===== config.mk =====
export PLATFORM = sky130hd
export DESIGN_NAME = uart_tx_fifo
export DESIGN_NICKNAME = d
export VERILOG_FILES = /design/src/rtl/uart_tx_fifo.sv
export SDC_FILE = /design/constraint.sdc
export NUM_CORES = 1
export LEC_CHECK = 0
export BUFFER_PORTS_ARGS = -buffer_cell sky130_fd_sc_hd__buf_2
export CAP_MARGIN = 20
export CORE_MARGIN = 10
export CORE_UTILIZATION = 30
export CTS_CLUSTER_DIAMETER = 150
export CTS_CLUSTER_SIZE = 14
export DETAILED_ROUTE_END_ITERATION = 6
export HOLD_SLACK_MARGIN = 0.02
export PLACE_DENSITY = 0.42
export SYNTH_ARGS = -nofsm -noshare
export SYNTH_HDL_FRONTEND = slang
export SYNTH_SLANG_ARGS = --single-unit

===== constraint.sdc =====
create_clock -name clk -period 4.1 [get_ports clk]
set_input_delay 0.82 -clock clk [delete_from_list [all_inputs] [get_ports clk]]
set_output_delay 0.82 -clock clk [all_outputs]
set_load 0.02 [all_outputs]

===== src/rtl/uart_tx_fifo.sv =====
// uart_tx_fifo: buffered UART transmitter (FIFO + start/data/parity/stop serialiser).
// Ports: clk, resetn (async low), uart_tx_en/uart_tx_data write side,
//        uart_txd serial out, uart_tx_full, uart_tx_busy, uart_tx_dropped status.
`timescale 1ns/1ps
module uart_tx_fifo #(
    parameter int CLK_HZ       = 12000000,
    parameter int BIT_RATE     = 9600,
    parameter int PAYLOAD_BITS = 8,
    parameter int PARITY       = 0,
    parameter int STOP_BITS    = 1,
    parameter int FIFO_DEPTH   = 4
) (
    input  logic                    clk,
    input  logic                    resetn,
    input  logic                    uart_tx_en,
    input  logic [PAYLOAD_BITS-1:0] uart_tx_data,
    output logic                    uart_txd,
    output logic                    uart_tx_full,
    output logic                    uart_tx_busy,
    output logic                    uart_tx_dropped
);

    localparam int CYCLES_PER_BIT = CLK_HZ / BIT_RATE;
    localparam int CNT_W  = (CYCLES_PER_BIT > 1) ? $clog2(CYCLES_PER_BIT) : 1;
    localparam int PTR_W  = $clog2(FIFO_DEPTH);
    localparam int CNT_FW = PTR_W + 1;

    localparam logic [CNT_W-1:0]  BIT_LAST  = CNT_W'(CYCLES_PER_BIT - 1);
    localparam logic [3:0]        DATA_LAST = 4'(PAYLOAD_BITS - 1);
    localparam logic [3:0]        STOP_LAST = 4'(STOP_BITS - 1);
    localparam logic [CNT_FW-1:0] DEPTH     = CNT_FW'(FIFO_DEPTH);

    localparam logic [2:0] S_IDLE   = 3'd0;
    localparam logic [2:0] S_START  = 3'd1;
    localparam logic [2:0] S_DATA   = 3'd2;
    localparam logic [2:0] S_PARITY = 3'd3;
    localparam logic [2:0] S_STOP   = 3'd4;

    logic [PAYLOAD_BITS-1:0] mem_q [FIFO_DEPTH];

    logic [PTR_W-1:0]        wr_ptr_q, wr_ptr_d;
    logic [PTR_W-1:0]        rd_ptr_q, rd_ptr_d;
    logic [CNT_FW-1:0]       count_q, count_d;
    logic [2:0]              state_q, state_d;
    logic [CNT_W-1:0]        bit_cnt_q, bit_cnt_d;
    logic [3:0]              idx_q, idx_d;
    logic [PAYLOAD_BITS-1:0] shift_q, shift_d;
    logic                    par_q, par_d;
    logic                    txd_q, txd_d;
    logic                    dropped_q, dropped_d;

    logic full;
    logic push;
    logic pop;
    logic bit_end;

    assign full    = (count_q == DEPTH);
    assign push    = uart_tx_en && !full;
    assign bit_end = (bit_cnt_q == BIT_LAST);

    always_comb begin
        state_d   = state_q;
        bit_cnt_d = bit_end ? '0 : bit_cnt_q + CNT_W'(1);
        idx_d     = idx_q;
        shift_d   = shift_q;
        par_d     = par_q;
        txd_d     = 1'b1;
        pop       = 1'b0;

        // txd_d follows the current state, so the line lags the FSM by one cycle
        unique case (state_q)
            S_IDLE: begin
                bit_cnt_d = '0;
                if (count_q != '0) begin
                    pop     = 1'b1;
                    state_d = S_START;
                end
            end
            S_START: begin
                txd_d = 1'b0;
                if (bit_end) begin
                    state_d = S_DATA;
                    idx_d   = '0;
                end
            end
            S_DATA: begin
                txd_d = shift_q[0];
                if (bit_end) begin
                    shift_d = shift_q >> 1;
                    if (idx_q == DATA_LAST) begin
                        idx_d   = '0;
                        state_d = (PARITY != 0) ? S_PARITY : S_STOP;
                    end else begin
                        idx_d = idx_q + 4'd1;
                    end
                end
            end
            S_PARITY: begin
                txd_d = par_q;
                if (bit_end) begin
                    state_d = S_STOP;
                end
            end
            S_STOP: begin
                txd_d = 1'b1;
                if (bit_end) begin
                    if (idx_q == STOP_LAST) begin
                        idx_d = '0;
                        // chain straight into the next start bit when data waits
                        if (count_q != '0) begin
                            pop     = 1'b1;
                            state_d = S_START;
                        end else begin
                            state_d = S_IDLE;
                        end
                    end else begin
                        idx_d = idx_q + 4'd1;
                    end
                end
            end
            default: begin
                state_d = S_IDLE;
            end
        endcase

        // parity taken from the whole popped word, before any shifting
        if (pop) begin
            shift_d   = mem_q[rd_ptr_q];
            par_d     = (PARITY == 1) ? ~^mem_q[rd_ptr_q] : ^mem_q[rd_ptr_q];
            bit_cnt_d = '0;
        end
    end

    always_comb begin
        wr_ptr_d  = push ? wr_ptr_q + PTR_W'(1) : wr_ptr_q;
        rd_ptr_d  = pop ? rd_ptr_q + PTR_W'(1) : rd_ptr_q;
        count_d   = count_q;
        if (push && !pop) begin
            count_d = count_q + CNT_FW'(1);
        end else if (!push && pop) begin
            count_d = count_q - CNT_FW'(1);
        end
        // a write while full is lost even if a pop frees a slot this cycle
        dropped_d = uart_tx_en && full;
    end

    always_ff @(posedge clk) begin
        if (push) begin
            mem_q[wr_ptr_q] <= uart_tx_data;
        end
    end

    always_ff @(posedge clk or negedge resetn) begin
        if (!resetn) begin
            wr_ptr_q  <= '0;
            rd_ptr_q  <= '0;
            count_q   <= '0;
            state_q   <= S_IDLE;
            bit_cnt_q <= '0;
            idx_q     <= '0;
            shift_q   <= '0;
            par_q     <= 1'b0;
            txd_q     <= 1'b1;
            dropped_q <= 1'b0;
        end else begin
            wr_ptr_q  <= wr_ptr_d;
            rd_ptr_q  <= rd_ptr_d;
            count_q   <= count_d;
            state_q   <= state_d;
            bit_cnt_q <= bit_cnt_d;
            idx_q     <= idx_d;
            shift_q   <= shift_d;
            par_q     <= par_d;
            txd_q     <= txd_d;
            dropped_q <= dropped_d;
        end
    end

    assign uart_txd        = txd_q;
    assign uart_tx_full    = full;
    assign uart_tx_busy    = (state_q != S_IDLE) || (count_q != '0);
    assign uart_tx_dropped = dropped_q;

endmodule


; After elaboration in Yosys (flattened, before gate mapping)
; Memories as Yosys holds them, arrays and structs flattened.
; Index checks and enable logic that the tools add are counted.
[totals]
mem_bits_rw = 32
memories = 1
in_bits = 11
ff_bits = 36
elab_cells = 81
output_inout_bits = 4
[memory_table]
columns = memory, depth, width, read_ports, rd_ports_with_merged_regs, wr, line_no
row1 = mem_q, 4, 8, 1, 0, 1, 39  ; logic [PAYLOAD_BITS-1:0] mem_q [FIFO_DEPTH];
[op_classes]
n_reduce_logical = 20
muxes = 30
eq_ne = 14
add_sub_neg = 6
[ops]
columns = cell, n
row1 = 2-to-1 mux 11 bit, 3
row2 = 2-to-1 mux 3 bit, 9
row3 = 2-to-1 mux 8 bit, 3
row4 = 2-to-1 mux 4 bit, 5
row5 = one-hot mux 3 bit (5 select lines), 1
row6 = inequality test 2 bit (second input constant), 7
row7 = one-hot mux 4 bit (3 select lines), 1
row8 = adder 11 x 1 -> 11 bit (second input constant), 1
row9 = equality test 11 bit (second input constant), 1
row10 = nonzero test 3 bit, 3
row11 = parity 8 bit, 1
row12 = AND reduction 7 bit, 1
row13 = equality test 3 x 2 -> 1 bit (second input constant), 2
row14 = equality test 3 bit (second input constant), 2
row15 = 2-to-1 mux 1 bit, 6
row16 = nonzero test 2 bit, 3
row17 = adder 2 x 1 -> 2 bit (second input constant), 2
row18 = adder 4 x 1 -> 4 bit (second input constant), 1
row19 = equality test 4 x 3 -> 1 bit (second input constant), 1
row20 = logical AND 1 bit, 4
row21 = logical NOT 4 bit, 1
row22 = AND reduction 4 bit, 1
row23 = adder 3 x 1 -> 3 bit (second input constant), 1
row24 = equality test 3 x 1 -> 1 bit (second input constant), 1
row25 = other kinds (7), 9

; Logic depth before layout (Yosys ltp)
[depth]
ltp_word = 8
ltp_mapped = 13

; Worst setup path before layout
; OpenSTA, ideal clock, no wires.
[synth_path]
kind = reg2reg
startpoint = register idx_q[0]
endpoint = register count_q[1]
path_buffers = 1
path_stages_with_launch = 12
setup_slack_ps = 1415
period_less_slack_ps = 2685
t_arrival_ps = 2560
path_cell_list = dfrtp_1 -> inv_1 -> ha_1 -> nor3b_1 -> nand4_2 -> a2111oi_4 -> buf_6 -> inv_1 -> ha_1 -> inv_1 -> fa_1 -> mux2_2
[synth_between]
elab_chain_cells = 7
word_cells_on_any_way = 9
[synth_lines]
columns = item, line_no
row1 = start: declaration, 46  ; logic [3:0] idx_q, idx_d;
row2 = start signal: assignment, 171  ; idx_q <= idx_d;
row3 = logical NOT 4 bit, 107  ; if (idx_q == STOP_LAST) begin
row4 = 2-to-1 mux 1 bit, 107
row5 = 2-to-1 mux 1 bit, 106  ; if (bit_end) begin
row6 = one-hot mux 1 bit (2 select lines), 71  ; unique case (state_q)
row7 = logical NOT 1 bit, 138  ; if (push && !pop) begin
row8 = logical AND 1 bit, 138
row9 = 2-to-1 mux 3 bit, 138
row10 = net count_d[1], 43  ; logic [CNT_FW-1:0] count_q, count_d;
row11 = end signal: assignment, 168  ; count_q <= count_d;
row12 = end: declaration, 43
; The timed path passes the listed nets, and every way through them passes these cells.
; A chain may end at the register's enable or synchronous reset.

; Worst setup path in the final report
[layout_path]
startpoint = register idx_q[1]
endpoint = register count_q[1]
; The elaborated chain is that of the path after synthesis.

==> flow_summary.yaml <==
pwr:
  total_power_mw: 2.27
  peakVddDrop_mv: 0.259
  powerDensity_nw_per_um2: 642
  power_leakage_nw: 1.39
clock_network:
  clock_root_buffer: "sky130_fd_sc_hd__clkbuf_8"
  htree_num_levels: 3
  cts_tree: "done"
  clock_transition_at_path_regs_ns: 0.08
  max-clock-path-buffers: 2
  cts_hold_buffers: 0
  clock_sink_count: 68
  cts_repair_resize_count: 0
  worstSkewPairLatency_ns: 0.34
  postCtsSetupBuffers: 0
  tritoncts.num_buffers: 9
synth:
  yosysWarnings: 0
  synth.net_count: 259
  synth_area_per_cell_um2: 13.2
  yosys-top-cells-area: "sky130_fd_sc_hd__edfxtp_1, sky130_fd_sc_hd__dfrtp_1, sky130_fd_sc_hd__mux4_2, sky130_fd_sc_hd__xnor2_1, sky130_fd_sc_hd__ha_1"
  yosys_register_bits: 68
  synth-edff-count: 32
  synthesis.area_um2: 3130
  post_synth_inst_count: 238
  synth.top_cell.area_share_pct: 30.7
  ys_seq_area_share_pct: 59.4
  postSynth.topFlopCell: "sky130_fd_sc_hd__dfrtp_1"
  synth_largest_area_cell: "sky130_fd_sc_hd__edfxtp_1"
  synth.distinct_cells: 43
  ys_async_sr_fraction_pct: 52.9
floorplan:
  number_of_i_o_pins: 15
  die_y_um: 122
  die_w_um: 122
  num_rows: 37
  die_area_um2: 14900
  initial_core_util_pct: 30.6
  placeableCoreArea_um2: 10200
global_route:
  remaining_overflow_grt: 0
  grt_pass1_wl_um: 9500
  grt_start_max_net_pins: 37
  grt_util_all_layers_pct: 8.14
  first_global_vias: 1845
  antenna_violations_before_repair: 0
timing:
  worst_slew_pin_slew_ns: 0.840
  fraction_of_the_cycle_the_final_worst_path_needs_pct: 69.9
  unrepaired_setup_endpoints_after_global_routing: "no"
  timing.fmax_mhz: 349
  finalSetupTns_ns: 0
  timing.final.hold_violations: 0
  relSlewSlack_pct: 44.0
  final.min_clock_period_ns: 2.87
  slew_violations: 0
  finalClockSkew_ns: 0.0121
  setup_viol: 0
worst_setup_path:
  startpoint_kind_of_the_worst_setup_timing_path: "register"
  critPathRequiredTime_ns: 4.34
  setup_crit_path_kind: "register to register"
  critical_path.cell_chain: "inv_1, ha_1, nor3b_1, nand4_2, a2111oi_4, buf_4, inv_1, ha_1, inv_1, fa_1, mux2_2"
  end_kind: "register"
  crit_path_frequent_cell: "sky130_fd_sc_hd__inv_1"
  cpPeakStageDelay_ns: 0.43
  critical_path_top_delay_cell: "sky130_fd_sc_hd__dfrtp_1"
  crit_fanout: 22
  worst-endpoint-arrival_ns: 3.10
placed_design:
  estimated_wirelength_of_the_detail_placed_design_um: 3710
  gp_congestion: 0.718
  placement.io_buffers: 14
worst_hold_path:
  hold_path_class: "register to register"
detailed_routing:
  drt_first_iter_violations: 82
  route.detailed.wl_per_inst_um: 14.1
  via_per_inst: 4.52
  wl_um: 5580
  detailroute.via_count: 1784
  drt_drc: 0
  route.antenna.remaining_nets: 0
  firstDrtPassIters: 7
status:
  run_status: "finished clean"
cells_and_area:
  finalCoreUtilization_pct: 34.6
  flow.area_growth_from_synthesis_pct: 13.0
  insertedDiodeCount: 0
  filler_cell_count: 1003
  final_layout_size_suffix_gt1_share_pct: 19.7
  finish.net_count: 275
flow_run:
  number_of_max_cap_violations: 0
==> worst max-delay path: cells and delay by family, from the launching register on <==
family / cells / cell delay (ns)
adders and majority gates: 3 / 0.71
buffers and inverters: 4 / 0.50
and+or+nand+nor: 2 / 0.49
DFF: 1 / 0.43
AOI/OAI and AO/OA: 1 / 0.36
muxes: 1 / 0.26
==> metrics by stage <==
stage                     setup WS [ns]  area, um2  hold slack [ns]  cells
after floorplan                    1.41       3130            0.456    238
after global placement             1.25       3320            0.476    379
after detailed placement           1.23       3320            0.487    379
after CTS                          1.20       3540            0.498    395
after global routing               1.00       3540            0.510    395
final                              1.23       3540            0.487    395
==> placed cells by master (no fill, tap or decap), types with 2 or more instances in the layout <==
master,count
sky130_fd_sc_hd__buf_2,14
sky130_fd_sc_hd__nand3_1,8
sky130_fd_sc_hd__xnor2_1,14
sky130_fd_sc_hd__clkinv_4,2
sky130_fd_sc_hd__dfrtp_1,35
sky130_fd_sc_hd__a21oi_1,3
sky130_fd_sc_hd__mux4_2,8
sky130_fd_sc_hd__inv_1,8
sky130_fd_sc_hd__and3_2,2
sky130_fd_sc_hd__and2_1,5
sky130_fd_sc_hd__clkbuf_8,9
sky130_fd_sc_hd__nor2_1,19
sky130_fd_sc_hd__ha_1,9
sky130_fd_sc_hd__nor3_1,6
sky130_fd_sc_hd__nand4_1,2
sky130_fd_sc_hd__nor3b_1,3
sky130_fd_sc_hd__mux2i_1,8
sky130_fd_sc_hd__edfxtp_1,32
sky130_fd_sc_hd__xor2_1,9
sky130_fd_sc_hd__nand2_1,20
sky130_fd_sc_hd__bufinv_16,2
sky130_fd_sc_hd__o21ai_0,17
==> path summary, 6_finish.rpt <==
path | from | endpoint | slack, ns | cells past startpoint
hold reg to reg | count_q[2]$_DFFE_PN0P_ | count_q[2]$_DFFE_PN0P_ | 0.49 | 1
max in group asynchronous | resetn | wr_ptr_q[1]$_DFFE_PN0P_ | 2.99 | 1
setup reg to reg | idx_q[1]$_DFFE_PN0P_ | count_q[1]$_DFFE_PN0P_ | 1.23 | 11
setup / recovery | idx_q[1]$_DFFE_PN0P_ | count_q[1]$_DFFE_PN0P_ | 1.23 | 11
hold / removal | count_q[2]$_DFFE_PN0P_ | count_q[2]$_DFFE_PN0P_ | 0.49 | 1
min in group asynchronous | resetn | bit_cnt_q[6]$_DFF_PN0_ | 0.57 | 1
==> sequential cells by signal, indices dropped and copies added, names as in the netlist, 2 cells and up <==
name,count
shift_q,8
mem_q,32
idx_q,4
rd_ptr_q,2
wr_ptr_q,2
count_q,3
bit_cnt_q,11
state_q,3
==> cell type report <==
cell class / instances / area [um2] / area share (%)
clock buffers: 9 / 124 / 3.50
well taps: 136 / 170 / 4.80
repair buffers: 15 / 77.6 / 2.19
flip-flops and latches: 68 / 1860 / 52.6
multi-input cells: 152 / 1180 / 33.3
clock inverters: 7 / 98.8 / 2.79
inverters: 8 / 30.0 / 0.848
==> power breakdown <==
group          internal [mW]  switching (mW)
logic                  0.313           0.283
registers              0.900           0.155
clock network          0.346           0.277
==> kinds of logic after synthesis <==
kind of cell / count (synthesis) / share of synthesized area, %
DFF: 68 / 59.4
and+or+nand+nor: 75 / 12.6
muxes: 17 / 8.66
adders and majority gates: 10 / 4.23
xor gates and xnor gates: 23 / 6.43
AOI/OAI and AO/OA: 27 / 5.71
buffers and inverters: 18 / 2.95
==> synth_stat cells (2+ instances only) <==
| cell | number |
|---|---|
| sky130_fd_sc_hd__buf_2 | 4 |
| sky130_fd_sc_hd__nor2_1 | 19 |
| sky130_fd_sc_hd__mux2i_1 | 8 |
| sky130_fd_sc_hd__nand2_1 | 20 |
| sky130_fd_sc_hd__buf_6 | 2 |
| sky130_fd_sc_hd__nor3b_1 | 3 |
| sky130_fd_sc_hd__o21ai_0 | 17 |
| sky130_fd_sc_hd__mux4_2 | 8 |
| sky130_fd_sc_hd__clkbuf_1 | 2 |
| sky130_fd_sc_hd__edfxtp_1 | 32 |
| sky130_fd_sc_hd__nand3_1 | 8 |
| sky130_fd_sc_hd__a21oi_1 | 3 |
| sky130_fd_sc_hd__and3_2 | 2 |
| sky130_fd_sc_hd__nor3_1 | 6 |
| sky130_fd_sc_hd__nand4_1 | 2 |
| sky130_fd_sc_hd__xnor2_1 | 14 |
| sky130_fd_sc_hd__and2_1 | 5 |
| sky130_fd_sc_hd__dfrtp_1 | 35 |
| sky130_fd_sc_hd__ha_1 | 9 |
| sky130_fd_sc_hd__inv_1 | 8 |
| sky130_fd_sc_hd__xor2_1 | 9 |
==> layer usage <==
layer	vias up	wire (um)	global-route usage, %
li1	873	-	-
met1	881	2700	10.5
met2	23	2590	12.3
met3	7	211	2.80
met4	0	83	3.31
met5	-	0	0
No activity file was read; power rests on OpenSTA's default activity.
